`config.mk`:
```
export PLATFORM = sky130hd
export DESIGN_NAME = cache_request_arbiter_flat
export DESIGN_NICKNAME = d
export VERILOG_FILES = /design/src/rtl/cache_request_arbiter_if.sv /design/src/rtl/cache_request_arbiter.sv /design/src/flat_wrapper.sv
export SDC_FILE = /design/constraint.sdc
export NUM_CORES = 1
export LEC_CHECK = 0
export ABC_CLOCK_PERIOD_IN_PS = 1700
export CORE_ASPECT_RATIO = 0.7
export CORE_MARGIN = 1
export CORE_UTILIZATION = 40
export CTS_BUF_LIST = sky130_fd_sc_hd__clkbuf_4 sky130_fd_sc_hd__clkbuf_8
export CTS_CLUSTER_DIAMETER = 60
export DETAILED_ROUTE_END_ITERATION = 7
export PLACE_DENSITY_LB_ADDON = 0.08
export SLEW_MARGIN = 20
export SYNTH_ARGS = -nofsm -noshare
export SYNTH_HDL_FRONTEND = slang
export SYNTH_SLANG_ARGS = --single-unit
export TNS_END_PERCENT = 1
```
`constraint.sdc`:
```
create_clock -name clk -period 1.7 [get_ports clk]
set_input_delay 0.17 -clock clk [delete_from_list [all_inputs] [get_ports clk]]
set_output_delay 0.17 -clock clk [all_outputs]
set_load 0.02 [all_outputs]
```
`src/rtl/cache_request_arbiter_if.sv`:
```
// Client-side and memory-side signals of the cache request arbiter.
// The slave modport is the arbiter's view; master is the clients plus memory.
interface cache_request_arbiter_if #(
    parameter int NUM_PORTS  = 2,
    parameter int DATA_WIDTH = 32,
    parameter int ADDR_WIDTH = 32
);
    localparam int GW = ($clog2(NUM_PORTS) > 1) ? $clog2(NUM_PORTS) : 1;

    logic [NUM_PORTS-1:0]            port_read_request;
    logic [NUM_PORTS-1:0]            port_write_request;
    logic [NUM_PORTS*ADDR_WIDTH-1:0] port_address;
    logic [NUM_PORTS*DATA_WIDTH-1:0] port_write_data;
    logic [NUM_PORTS-1:0]            port_response;
    logic [DATA_WIDTH-1:0]           port_read_data;
    logic                            port_error;
    logic [GW-1:0]                   grant_id;
    logic                            busy;
    logic                            memory_read_request;
    logic                            memory_write_request;
    logic [ADDR_WIDTH-1:0]           memory_addr;
    logic [DATA_WIDTH-1:0]           memory_write_data;
    logic                            memory_response;
    logic [DATA_WIDTH-1:0]           memory_read_data;

    modport slave (
        input  port_read_request, port_write_request, port_address, port_write_data,
               memory_response, memory_read_data,
        output port_response, port_read_data, port_error, grant_id, busy,
               memory_read_request, memory_write_request, memory_addr, memory_write_data
    );

    modport master (
        output port_read_request, port_write_request, port_address, port_write_data,
               memory_response, memory_read_data,
        input  port_response, port_read_data, port_error, grant_id, busy,
               memory_read_request, memory_write_request, memory_addr, memory_write_data
    );
endinterface

```
`src/rtl/cache_request_arbiter.sv`:
```
// N-port cache request arbiter: one outstanding memory transaction, fixed
// priority or round-robin grant, optional response timeout with error flag.
module cache_request_arbiter #(
    parameter int NUM_PORTS      = 2,
    parameter int DATA_WIDTH     = 32,
    parameter int ADDR_WIDTH     = 32,
    parameter int ARB_MODE       = 0,
    parameter int TIMEOUT_CYCLES = 0
) (
    input logic                   clk,
    input logic                   rst_n,
    cache_request_arbiter_if.slave bus
);
    localparam int GW      = ($clog2(NUM_PORTS) > 1) ? $clog2(NUM_PORTS) : 1;
    localparam int TW      = ($clog2(TIMEOUT_CYCLES + 1) > 1) ? $clog2(TIMEOUT_CYCLES + 1) : 1;
    localparam int TO_LAST = (TIMEOUT_CYCLES > 0) ? TIMEOUT_CYCLES - 1 : 0;

    typedef enum logic [1:0] {IDLE, ISSUE, RESP} state_t;

    state_t               state;
    logic [TW-1:0]        to_cnt;
    logic [NUM_PORTS-1:0] eligible;
    logic                 any_eligible;
    logic [GW-1:0]        winner;

    assign eligible     = bus.port_read_request | bus.port_write_request;
    assign any_eligible = |eligible;
    assign bus.busy     = (state != IDLE);

    generate
        if (ARB_MODE == 0) begin : g_fixed
            // Later (higher) indices overwrite earlier ones, so the top eligible port wins.
            always_comb begin
                winner = '0;
                for (int i = 0; i < NUM_PORTS; i++)
                    if (eligible[i]) winner = GW'(i);
            end
        end else begin : g_rr
            // grant_id doubles as the round-robin pointer: it only moves on a grant.
            logic [GW-1:0] idx;
            logic          found;
            always_comb begin
                winner = '0;
                found  = 1'b0;
                idx    = bus.grant_id;
                for (int k = 0; k < NUM_PORTS; k++) begin
                    idx = (idx == GW'(NUM_PORTS - 1)) ? '0 : idx + GW'(1);
                    if (!found && eligible[idx]) begin
                        winner = idx;
                        found  = 1'b1;
                    end
                end
            end
        end
    endgenerate

    always_ff @(posedge clk or negedge rst_n) begin
        if (!rst_n) begin
            state                    <= IDLE;
            to_cnt                   <= '0;
            bus.grant_id             <= '0;
            bus.port_response        <= '0;
            bus.port_read_data       <= '0;
            bus.port_error           <= 1'b0;
            bus.memory_read_request  <= 1'b0;
            bus.memory_write_request <= 1'b0;
            bus.memory_addr          <= '0;
            bus.memory_write_data    <= '0;
        end else begin
            bus.port_response <= '0;
            case (state)
                IDLE: begin
                    if (any_eligible) begin
                        bus.grant_id             <= winner;
                        bus.memory_addr          <= bus.port_address[winner*ADDR_WIDTH +: ADDR_WIDTH];
                        bus.memory_write_data    <= bus.port_write_data[winner*DATA_WIDTH +: DATA_WIDTH];
                        // A port raising both read and write is treated as a write.
                        bus.memory_write_request <= bus.port_write_request[winner];
                        bus.memory_read_request  <= !bus.port_write_request[winner];
                        to_cnt                   <= '0;
                        state                    <= ISSUE;
                    end
                end
                ISSUE: begin
                    if (bus.memory_response) begin
                        bus.memory_read_request        <= 1'b0;
                        bus.memory_write_request       <= 1'b0;
                        bus.port_read_data             <= bus.memory_read_data;
                        bus.port_error                 <= 1'b0;
                        bus.port_response[bus.grant_id] <= 1'b1;
                        state                          <= RESP;
                    end else if (TIMEOUT_CYCLES > 0 && to_cnt == TW'(TO_LAST)) begin
                        bus.memory_read_request        <= 1'b0;
                        bus.memory_write_request       <= 1'b0;
                        bus.port_read_data             <= '0;
                        bus.port_error                 <= 1'b1;
                        bus.port_response[bus.grant_id] <= 1'b1;
                        state                          <= RESP;
                    end else begin
                        to_cnt <= to_cnt + TW'(1);
                    end
                end
                RESP:    state <= IDLE;
                default: state <= IDLE;
            endcase
        end
    end
endmodule

```
`src/flat_wrapper.sv`:
```
// flat-port wrapper written by rule: the top's interface ports become plain ports
module cache_request_arbiter_flat 
#(
    parameter int NUM_PORTS      = 2,
    parameter int DATA_WIDTH     = 32,
    parameter int ADDR_WIDTH     = 32,
    parameter int ARB_MODE       = 0,
    parameter int TIMEOUT_CYCLES = 0
)
  (clk, rst_n, bus_port_read_request, bus_port_write_request, bus_port_address, bus_port_write_data, bus_memory_response, bus_memory_read_data, bus_port_response, bus_port_read_data, bus_port_error, bus_grant_id, bus_busy, bus_memory_read_request, bus_memory_write_request, bus_memory_addr, bus_memory_write_data);
  cache_request_arbiter_if #(.NUM_PORTS(NUM_PORTS), .DATA_WIDTH(DATA_WIDTH), .ADDR_WIDTH(ADDR_WIDTH)) bus_i ();
  input logic clk;
  input logic rst_n;
  input wire logic [$bits(bus_i.port_read_request)-1:0] bus_port_read_request;
  input wire logic [$bits(bus_i.port_write_request)-1:0] bus_port_write_request;
  input wire logic [$bits(bus_i.port_address)-1:0] bus_port_address;
  input wire logic [$bits(bus_i.port_write_data)-1:0] bus_port_write_data;
  input wire logic [$bits(bus_i.memory_response)-1:0] bus_memory_response;
  input wire logic [$bits(bus_i.memory_read_data)-1:0] bus_memory_read_data;
  output wire logic [$bits(bus_i.port_response)-1:0] bus_port_response;
  output wire logic [$bits(bus_i.port_read_data)-1:0] bus_port_read_data;
  output wire logic [$bits(bus_i.port_error)-1:0] bus_port_error;
  output wire logic [$bits(bus_i.grant_id)-1:0] bus_grant_id;
  output wire logic [$bits(bus_i.busy)-1:0] bus_busy;
  output wire logic [$bits(bus_i.memory_read_request)-1:0] bus_memory_read_request;
  output wire logic [$bits(bus_i.memory_write_request)-1:0] bus_memory_write_request;
  output wire logic [$bits(bus_i.memory_addr)-1:0] bus_memory_addr;
  output wire logic [$bits(bus_i.memory_write_data)-1:0] bus_memory_write_data;
  assign bus_i.port_read_request = bus_port_read_request;
  assign bus_i.port_write_request = bus_port_write_request;
  assign bus_i.port_address = bus_port_address;
  assign bus_i.port_write_data = bus_port_write_data;
  assign bus_i.memory_response = bus_memory_response;
  assign bus_i.memory_read_data = bus_memory_read_data;
  assign bus_port_response = bus_i.port_response;
  assign bus_port_read_data = bus_i.port_read_data;
  assign bus_port_error = bus_i.port_error;
  assign bus_grant_id = bus_i.grant_id;
  assign bus_busy = bus_i.busy;
  assign bus_memory_read_request = bus_i.memory_read_request;
  assign bus_memory_write_request = bus_i.memory_write_request;
  assign bus_memory_addr = bus_i.memory_addr;
  assign bus_memory_write_data = bus_i.memory_write_data;
  cache_request_arbiter #(.NUM_PORTS(NUM_PORTS), .DATA_WIDTH(DATA_WIDTH), .ADDR_WIDTH(ADDR_WIDTH), .ARB_MODE(ARB_MODE), .TIMEOUT_CYCLES(TIMEOUT_CYCLES)) u_core (.clk(clk), .rst_n(rst_n), .bus(bus_i));
endmodule
```
-- After elaboration in Yosys (flattened, before gate mapping)
Index checks and enable logic that the tools add are counted.
- $lt $le $gt $ge: 3
- eq/ne operators: 3
- shifts and indexed selects: 2
- mux-type cells: 15
- bitwise operators: 1
- reductions and logical operators: 10
- operator list (cell ; count):
    $shiftx 64x7->32 ; 2
    $mux 2 ; 4
    $mux 1 ; 7
    $reduce_and 2->1 ; 3
    $lt 1x2->1 const B ; 2
    $pmux 1 s2 ; 2
    $pmux 2 s2 ; 1
    $reduce_bool 2->1 ; 2
    $reduce_and 3->1 ; 1
    $eq 2x1->1 const B ; 1
    $logic_not 2->1 ; 1
    $ne 2x1->1 const B ; 1
    $ne 2x2->1 const B ; 1
    $or 2x2->2 ; 1
    $reduce_or 2->1 ; 1
    $demux 1 s1 ; 1
    $ge 1x1->1 const B ; 1
    $logic_and 1x1->1 ; 1
    $logic_not 1->1 ; 1
- flip-flop bits (word level): 103
- output and inout port bits: 103
- word-level logic and storage cells: 42

-- Logic depth before layout (Yosys ltp)
Gate-level depths: netlist of run 1.
- word-level depth: 7
- mapped depth: 5
- gate-level depth less buffers: 3

-- Worst setup path before layout of run 1
OpenSTA, ideal clock, no wires.
- path kind: reg-to-reg
- start point: register u_core.state[0]
- end point: register u_core.bus.memory_write_data[10] in the netlist's numbering
- setup time: 125 ps
- data arrival time: 1428 ps
- path slack: 147 ps
- stages on the path, launching flop included: 6
- buffers on the path: 2
- path through: dfrtp_1 or2_4 a21oi_4 buf_6 buf_8 mux2_4
- longest elaborated chain between the ends: 2
- ends and longest elaborated chain (element ; line ; source):
    start: declaration ; cache_request_arbiter.sv:20 ; state_t state;
    start signal: assignment ; cache_request_arbiter.sv:59 ; state <= IDLE;
    start signal: assignment ; cache_request_arbiter.sv:81 ; state <= ISSUE;
    start signal: assignment ; cache_request_arbiter.sv:91 ; state <= RESP;
    $logic_not 2->1 ; cache_request_arbiter.sv:71 ; case (state)
    $reduce_and 2->1 (no line) ; - ;
    end signal: assignment ; cache_request_arbiter.sv:76 ; bus.memory_write_data <= bus.port_write_data[winner*DATA_WIDTH +: DATA_WIDTH];
    end: declaration ; cache_request_arbiter_if.sv:30 ; memory_read_request, memory_write_request, memory_addr, memory_write_data
Every way passes these cells.
A chain may end at the register's enable or synchronous reset.

-- Final worst setup path of run 1
- start point: register u_core.state[0]
- end point: register u_core.bus.memory_addr[30] in the netlist's numbering
- longest elaborated chain between the ends: 2
- ends and longest elaborated chain (element ; line ; source):
    $logic_not 2->1 ; cache_request_arbiter.sv:71 ;
    $reduce_and 2->1 (no line) ; - ;
    end signal: assignment ; cache_request_arbiter.sv:75 ; bus.memory_addr <= bus.port_address[winner*ADDR_WIDTH +: ADDR_WIDTH];
    end: declaration ; cache_request_arbiter_if.sv:30 ;
Every way passes these cells.

==> results of run 1 <==
-- metrics by stage --
step,cell area [um^2],total power (uW),worst slack (ns)
3_5_place_dp,7620,11870,-0.2330
5_1_grt,7893,14280,0.008440
4_1_cts,7839,13530,0.02175
6_report,7893,13530,0.07196
2_1_floorplan,4782,8453,0.1466
3_3_place_gp,7620,11730,-0.2015
-- per-layer routing --
layer  share of wire [%]  up-vias
li1                    -     1610
met1                  39     1661
met2                  50      144
met3                  10        7
met4                0.52        0
met5                   0        -
-- timing repair --
| action | CTS | global route |
|---|---|---|
| hold buffers | 1 | 0 |
| endpoints found under the hold margin | 27 | 0 |
| gates cloned | 0 | 1 |
| setup endpoints to repair | 12 | 31 |
| resized for setup | 2 | 2 |
| setup buffers | 0 | 1 |
-- final cells by class --
| type | count | area share, % |
|---|---|---|
| sequential | 103 | 32.66 |
| clock buffer | 10 | 1.744 |
| multi-input combinational | 177 | 25.70 |
| inverter | 2 | 0.09512 |
| timing repair buffer | 280 | 36.45 |
| clock inverter | 6 | 0.8719 |
| tap | 157 | 2.489 |
-- cell usage after synthesis --
library cell  instances
a21oi_1               1
mux2_1                3
buf_4                 4
and2_1                2
nand2_1               1
mux2_2              130
dfrtp_1             103
mux2_4               28
nor2_1                2
buf_2                 4
a21oi_4               1
o21ai_0               2
buf_6                 7
or2_2                 1
nor2_2                1
nand3b_1              1
nor3b_1               1
conb_1                1
mux2i_1               1
inv_1                 2
or2_4                 1
buf_8                 3
-- registers in the layout, summed over array words and instances (netlist names) --
signal                           count
u_core.bus.memory_addr              32
u_core.bus.memory_write_data        32
u_core.bus.port_read_data           32
u_core.bus.port_response             2
u_core.state                         2
u_core.bus.grant_id                  1
u_core.bus.memory_read_request       1
u_core.bus.memory_write_request      1
-- kinds of logic after synthesis --
group                  share of synthesized area, %
AOI/OAI and AO/OA                            0.6541
buffers and inverters                         3.794
DFF                                           53.90
muxes                                         40.32
other                                       0.07842
and+or+nand+nor                               1.256
-- worst paths after layout --
check | start | end | cells after the start
max reg2reg | u_core.state[0] | u_core.bus.memory_addr[30] | 5
min | rst_n | u_core.bus.memory_addr[9] | 2
max in group asynchronous | rst_n | u_core.bus.memory_read_request | 3
min in group clk | bus_memory_read_data[19] | u_core.bus.port_read_data[19] | 2
min reg2reg | u_core.bus.grant_id | u_core.bus.port_response[0] | 1
max | u_core.state[0] | u_core.bus.memory_addr[30] | 5
-- cell usage in the layout, fill, tap and decap left out, types with 2 or more instances in the layout --
master	count
buf_4	4
clkdlybuf4s50_1	266
dfrtp_1	103
clkbuf_8	10
o21ai_0	2
clkinv_4	2
inv_1	2
buf_12	7
nor2_1	2
mux2_4	28
mux2_1	3
mux2_2	130
and2_1	2
-- report_power, final --
part | internal (uW) | total, uW | switching, uW | leakage [uW]
Sequential | 3700 | 4340 | 638 | 0.00121
Combinational | 4310 | 7600 | 3290 | 0.00193
Clock | 730 | 1600 | 867 | 0.000103
==> flow_summary.yaml, run 1 <==
outcome:
  status: "finished clean"
placed_design:
  portBuffers: 268
  gp_congestion: 0.7528
  hpwl_um: 9325
  placed_cells_incl_taps: 716
critical_path:
  worstPathRequired_ns: 1.95
  path_cells: "or2_4, a21oi_4, buf_12, buf_12, mux2_2"
  startpoint_type: "flop"
  arrival_ns: 1.88
  path_delay_family: "flip-flops"
  max_stage_delay_ns: 0.41
  reg2reg_slack_ns: 0.07
  crit_top_cell: "buf_12"
  end_kind: "flop"
  crit_type: "flop to flop"
  critPathSlowestCell: "dfrtp_1"
  critical_path_buf_inv_count: 2
  critPathMaxFanout: 19
sta:
  fin_crit_ns: 1.628
  final-setup-viol-count: 0
  grt_setup_unrepaired: "no"
  drv_slew: 0
  fin_hold_ws_ns: 0.2817
  max_freq_mhz: 614.2
  hold_viol_final: 0
  fin_worst_skew_ns: 0.01085
  period_share_pct: 95.77
  tns_ns: 0
power:
  power_density_mw_per_mm2: 1714
  ir_drop_v: 0.0008987
  leakage_uw: 0.003246
clocking:
  clk_pin_slew_ns: 0.11
  clock_path_buffers: 2
  htree_levels: 3
  clock_latency_ns: 0.37
  cts-root-buf: "clkbuf_8"
  cts_tree: "done"
  numCtsBuffers: 9
  cts.sink_count: 103
routing:
  antenna_left: 0
  dr.pass1.iters: 4
  wl_per_cell_um: 17.28
  drc: 0
  dr_total_vias: 3422
  drt_iter0_drc: 87
  vias_per_cell: 4.656
  routed_wl_um: 12700
logic_synthesis:
  synth_fp_nets: 467
  synth_cells: 300
  synth_cell_types: 22
  yosysTopAreaCell: "dfrtp_1"
  syn-cell-area_mm2: 0.004782
  yosysWarnings: 0
  ys_seq_elements: 103
  synth_top_area_share_pct: 53.90
  ys_seq_area_share_pct: 53.90
  synth.avg_cell_area_um2: 15.94
  synth_area_leaders: "dfrtp_1, mux2_2, mux2_4"
grt:
  grt-busiest-layer: "met2"
  met2_usage_pct: 36.40
  antenna_found_initial: 0
  grt_start_max_net_pins: 40
  grt_usage_pct: 20.78
  use_met1_pct: 23.21
  grt_pass1_vias: 3730
  use_met3_pct: 9.648
  overflow: 0
  grt_pass1_wl_um: 19620
floorplanning:
  initial_core_util_pct: 40.93
  core_area_mm2: 0.01169
  die_area_mm2: 0.01240
  die_h_um: 93.48
  die_w_um: 132.7
  num_rows: 33
  ios: 270
hold_path:
  hp-class: "input port to async pin"
layout:
  stdcell_count: 735
  diodes: 0
  regArea_mm2: 0.002577
  multi_input_area_mm2: 0.002028
  final_nets: 740
  final_core_utilization_pct: 67.54
  areaGrowthSynthToFinish_pct: 65.04
  final_layout_size_suffix_gt1_share_pct: 32.87
  nFillCells: 842
job:
  cap_violations: 0
Power figures use the tool's default switching activity.
==> run 2: changes to the inputs <==
Settings changed: CORE_AREA set to 2 2 104 106, CORE_ASPECT_RATIO 0.7 to not set, CORE_MARGIN 1 to not set, CORE_UTILIZATION 40 to not set, DIE_AREA set to 0 0 106 108, DONT_BUFFER_PORTS set to 1.
==> flow_summary.yaml, run 2 (synthesis results as in run 1) <==
power:
  p_sw_uw: 4335
  ir_drop_v: 0.001103
  finalPower_uw: 10790
  combPwrFrac_pct: 26.4
  p_int_uw: 6451
  p_clk_share_pct: 16.3
  power_density_mw_per_mm2: 1979
  pwr-share-seq_pct: 57.3
  leakage_uw: 0.002307
  p_sw_share_pct: 40.19
floorplanning:
  die_w_um: 106
  ios: 270
  die_area_mm2: 0.01145
  core_area_mm2: 0.01023
  initial_core_util_pct: 46.74
  die_h_um: 108
  num_rows: 37
grt:
  grt_usage_pct: 17.24
  antenna_found_initial: 0
  overflow: 0
  grt_start_max_net_pins: 104
  grt_pass1_vias: 2713
  grt_pass1_wl_um: 14920
layout:
  multi_input_area_mm2: 0.002028
  layout_common_cells: "mux2_2, dfrtp_1, dlygate4sd3_1"
  nFillCells: 834
  final_nets: 500
  regArea_mm2: 0.002577
  diodes: 0
  final_area_mm2: 0.005449
  final_common_cell: "mux2_2"
  reg_top3: "u_core.bus.memory_addr: 32 flops, u_core.bus.memory_write_data: 32 flops, u_core.bus.port_read_data: 32 flops"
  final_layout_size_suffix_gt1_share_pct: 54.73
  areaGrowthSynthToFinish_pct: 13.95
critical_path:
  crit_end: "u_core.bus.memory_write_data[1]"
  arrival_ns: 1.85
  cp.depth: 4
  critical_path_buf_inv_count: 1
  reg2reg_to: "u_core.bus.memory_write_data[1]"
  crit_type: "flop to flop"
  rr_worst_depth: 4
  max_stage_delay_ns: 0.40
  critPathMaxFanout: 39
  path_delay_family: "flip-flops"
  startpoint_type: "flop"
  worst_r2r_startpoint: "u_core.state[0]"
  reg2reg_slack_ns: 0.1
  worstPathRequired_ns: 1.95
  end_kind: "flop"
  path_cells: "or2_4, a21oi_4, buf_12, mux2_2"
  crit_start: "u_core.state[0]"
  critPathSlowestCell: "dfrtp_1"
placed_design:
  portBuffers: 0
  place_area_mm2: 0.004886
  gp_congestion: 0.7054
  hpwl_um: 6901
routing:
  vias_per_cell: 5.331
  antenna_left: 0
  dr.pass1.iters: 4
  drt_iter0_drc: 54
  drc: 0
  wl_per_cell_um: 20.48
  routed_wl_um: 9707
  dr_total_vias: 2527
clocking:
  clock_path_buffers: 2
  htree_levels: 3
  cts.sink_count: 103
  cts-root-buf: "clkbuf_8"
  cts_tree: "done"
  numCtsBuffers: 9
  clk_pin_slew_ns: 0.11
  clock_latency_ns: 0.36
  cts_hold_buf: 33
outcome:
  violations: "hold timing"
  status: "complete, but fails checks"
sta:
  drv_slew: 0
  final-setup-viol-count: 0
  fin_hold_ws_ns: -0.5179
  grt_setup_unrepaired: "no"
  period_share_pct: 94.33
  tns_ns: 0
  fin_worst_skew_ns: 0.01099
  hold_viol_final: 103
  fin_crit_ns: 1.604
  max_freq_mhz: 623.6
hold_path:
  hp-class: "input port to async pin"
job:
  cap_violations: 0
[run 2: cell count changes in the layout (fill, tap and decap cells not counted), moves of 2 or more]
cell	change
inv_8	+2
buf_12	-3
clkdlybuf4s50_1	-266
clkinv_4	-2
inv_6	+2
dlygate4sd3_1	+32
[run 2: cell type report]
type / count / share of cell area [%]
multi-input combinational: 177 / 37.22
clock inverter: 7 / 1.998
tap: 136 / 3.123
inverter: 2 / 0.1378
sequential: 103 / 47.30
timing repair buffer: 40 / 7.945
clock buffer: 9 / 2.273
[run 2: power by group through the flow]
| stage | sequential (uW) | clock [uW] | combinational, uW |
|---|---|---|---|
| after CTS | 6230 | 1830 | 2900 |
| final | 6180 | 1750 | 2850 |
| after global routing | 6360 | 1930 | 3120 |
| after floorplan | 5860 | 0 | 2590 |
| after detailed placement | 6260 | 0 | 2840 |
| after global placement | 6290 | 0 | 2750 |
[run 2: routing by layer]
metal / track usage (%) / vias up / share of wire [%]
li1: - / 1126 / -
met1: 18.54 / 1231 / 35
met2: 29.91 / 157 / 52
met3: 8.620 / 13 / 11
met4: 5.357 / 0 / 1.2
met5: 0 / - / 0
[run 2: through the flow]
step | setup slack, ns | instances | util, % | hold WS, ns
2_1_floorplan | 0.1466 | 300 | - | -0.1256
3_3_place_gp | 0.1372 | 425 | 47.76 | -0.1235
3_5_place_dp | 0.1125 | 425 | 47.76 | -0.1234
4_1_cts | 0.08425 | 474 | 53.26 | -0.5391
5_1_grt | 0.02878 | 474 | 53.26 | -0.5616
6_report | 0.09640 | 474 | 53.26 | -0.5179
[run 2: worst min path at each step]
stage | end | slack [ns] | startpoint | cells past startpoint
final | u_core.bus.port_read_data[0] | -0.52 | rst_n | 0
after floorplan | u_core.bus.grant_id | -0.13 | rst_n | 0
after detailed placement | u_core.bus.memory_write_data[13] | -0.12 | rst_n | 0
after global routing | u_core.bus.port_read_data[12] | -0.56 | rst_n | 0
after global placement | u_core.bus.memory_write_data[13] | -0.12 | rst_n | 0
after CTS | u_core.bus.memory_write_data[13] | -0.54 | rst_n | 0
[run 2: timing repair]
item | 4_1_cts | 5_1_grt
buffers inserted | 0 | 0
resized for setup | 0 | 0
endpoints found under the hold margin | 136 | 103
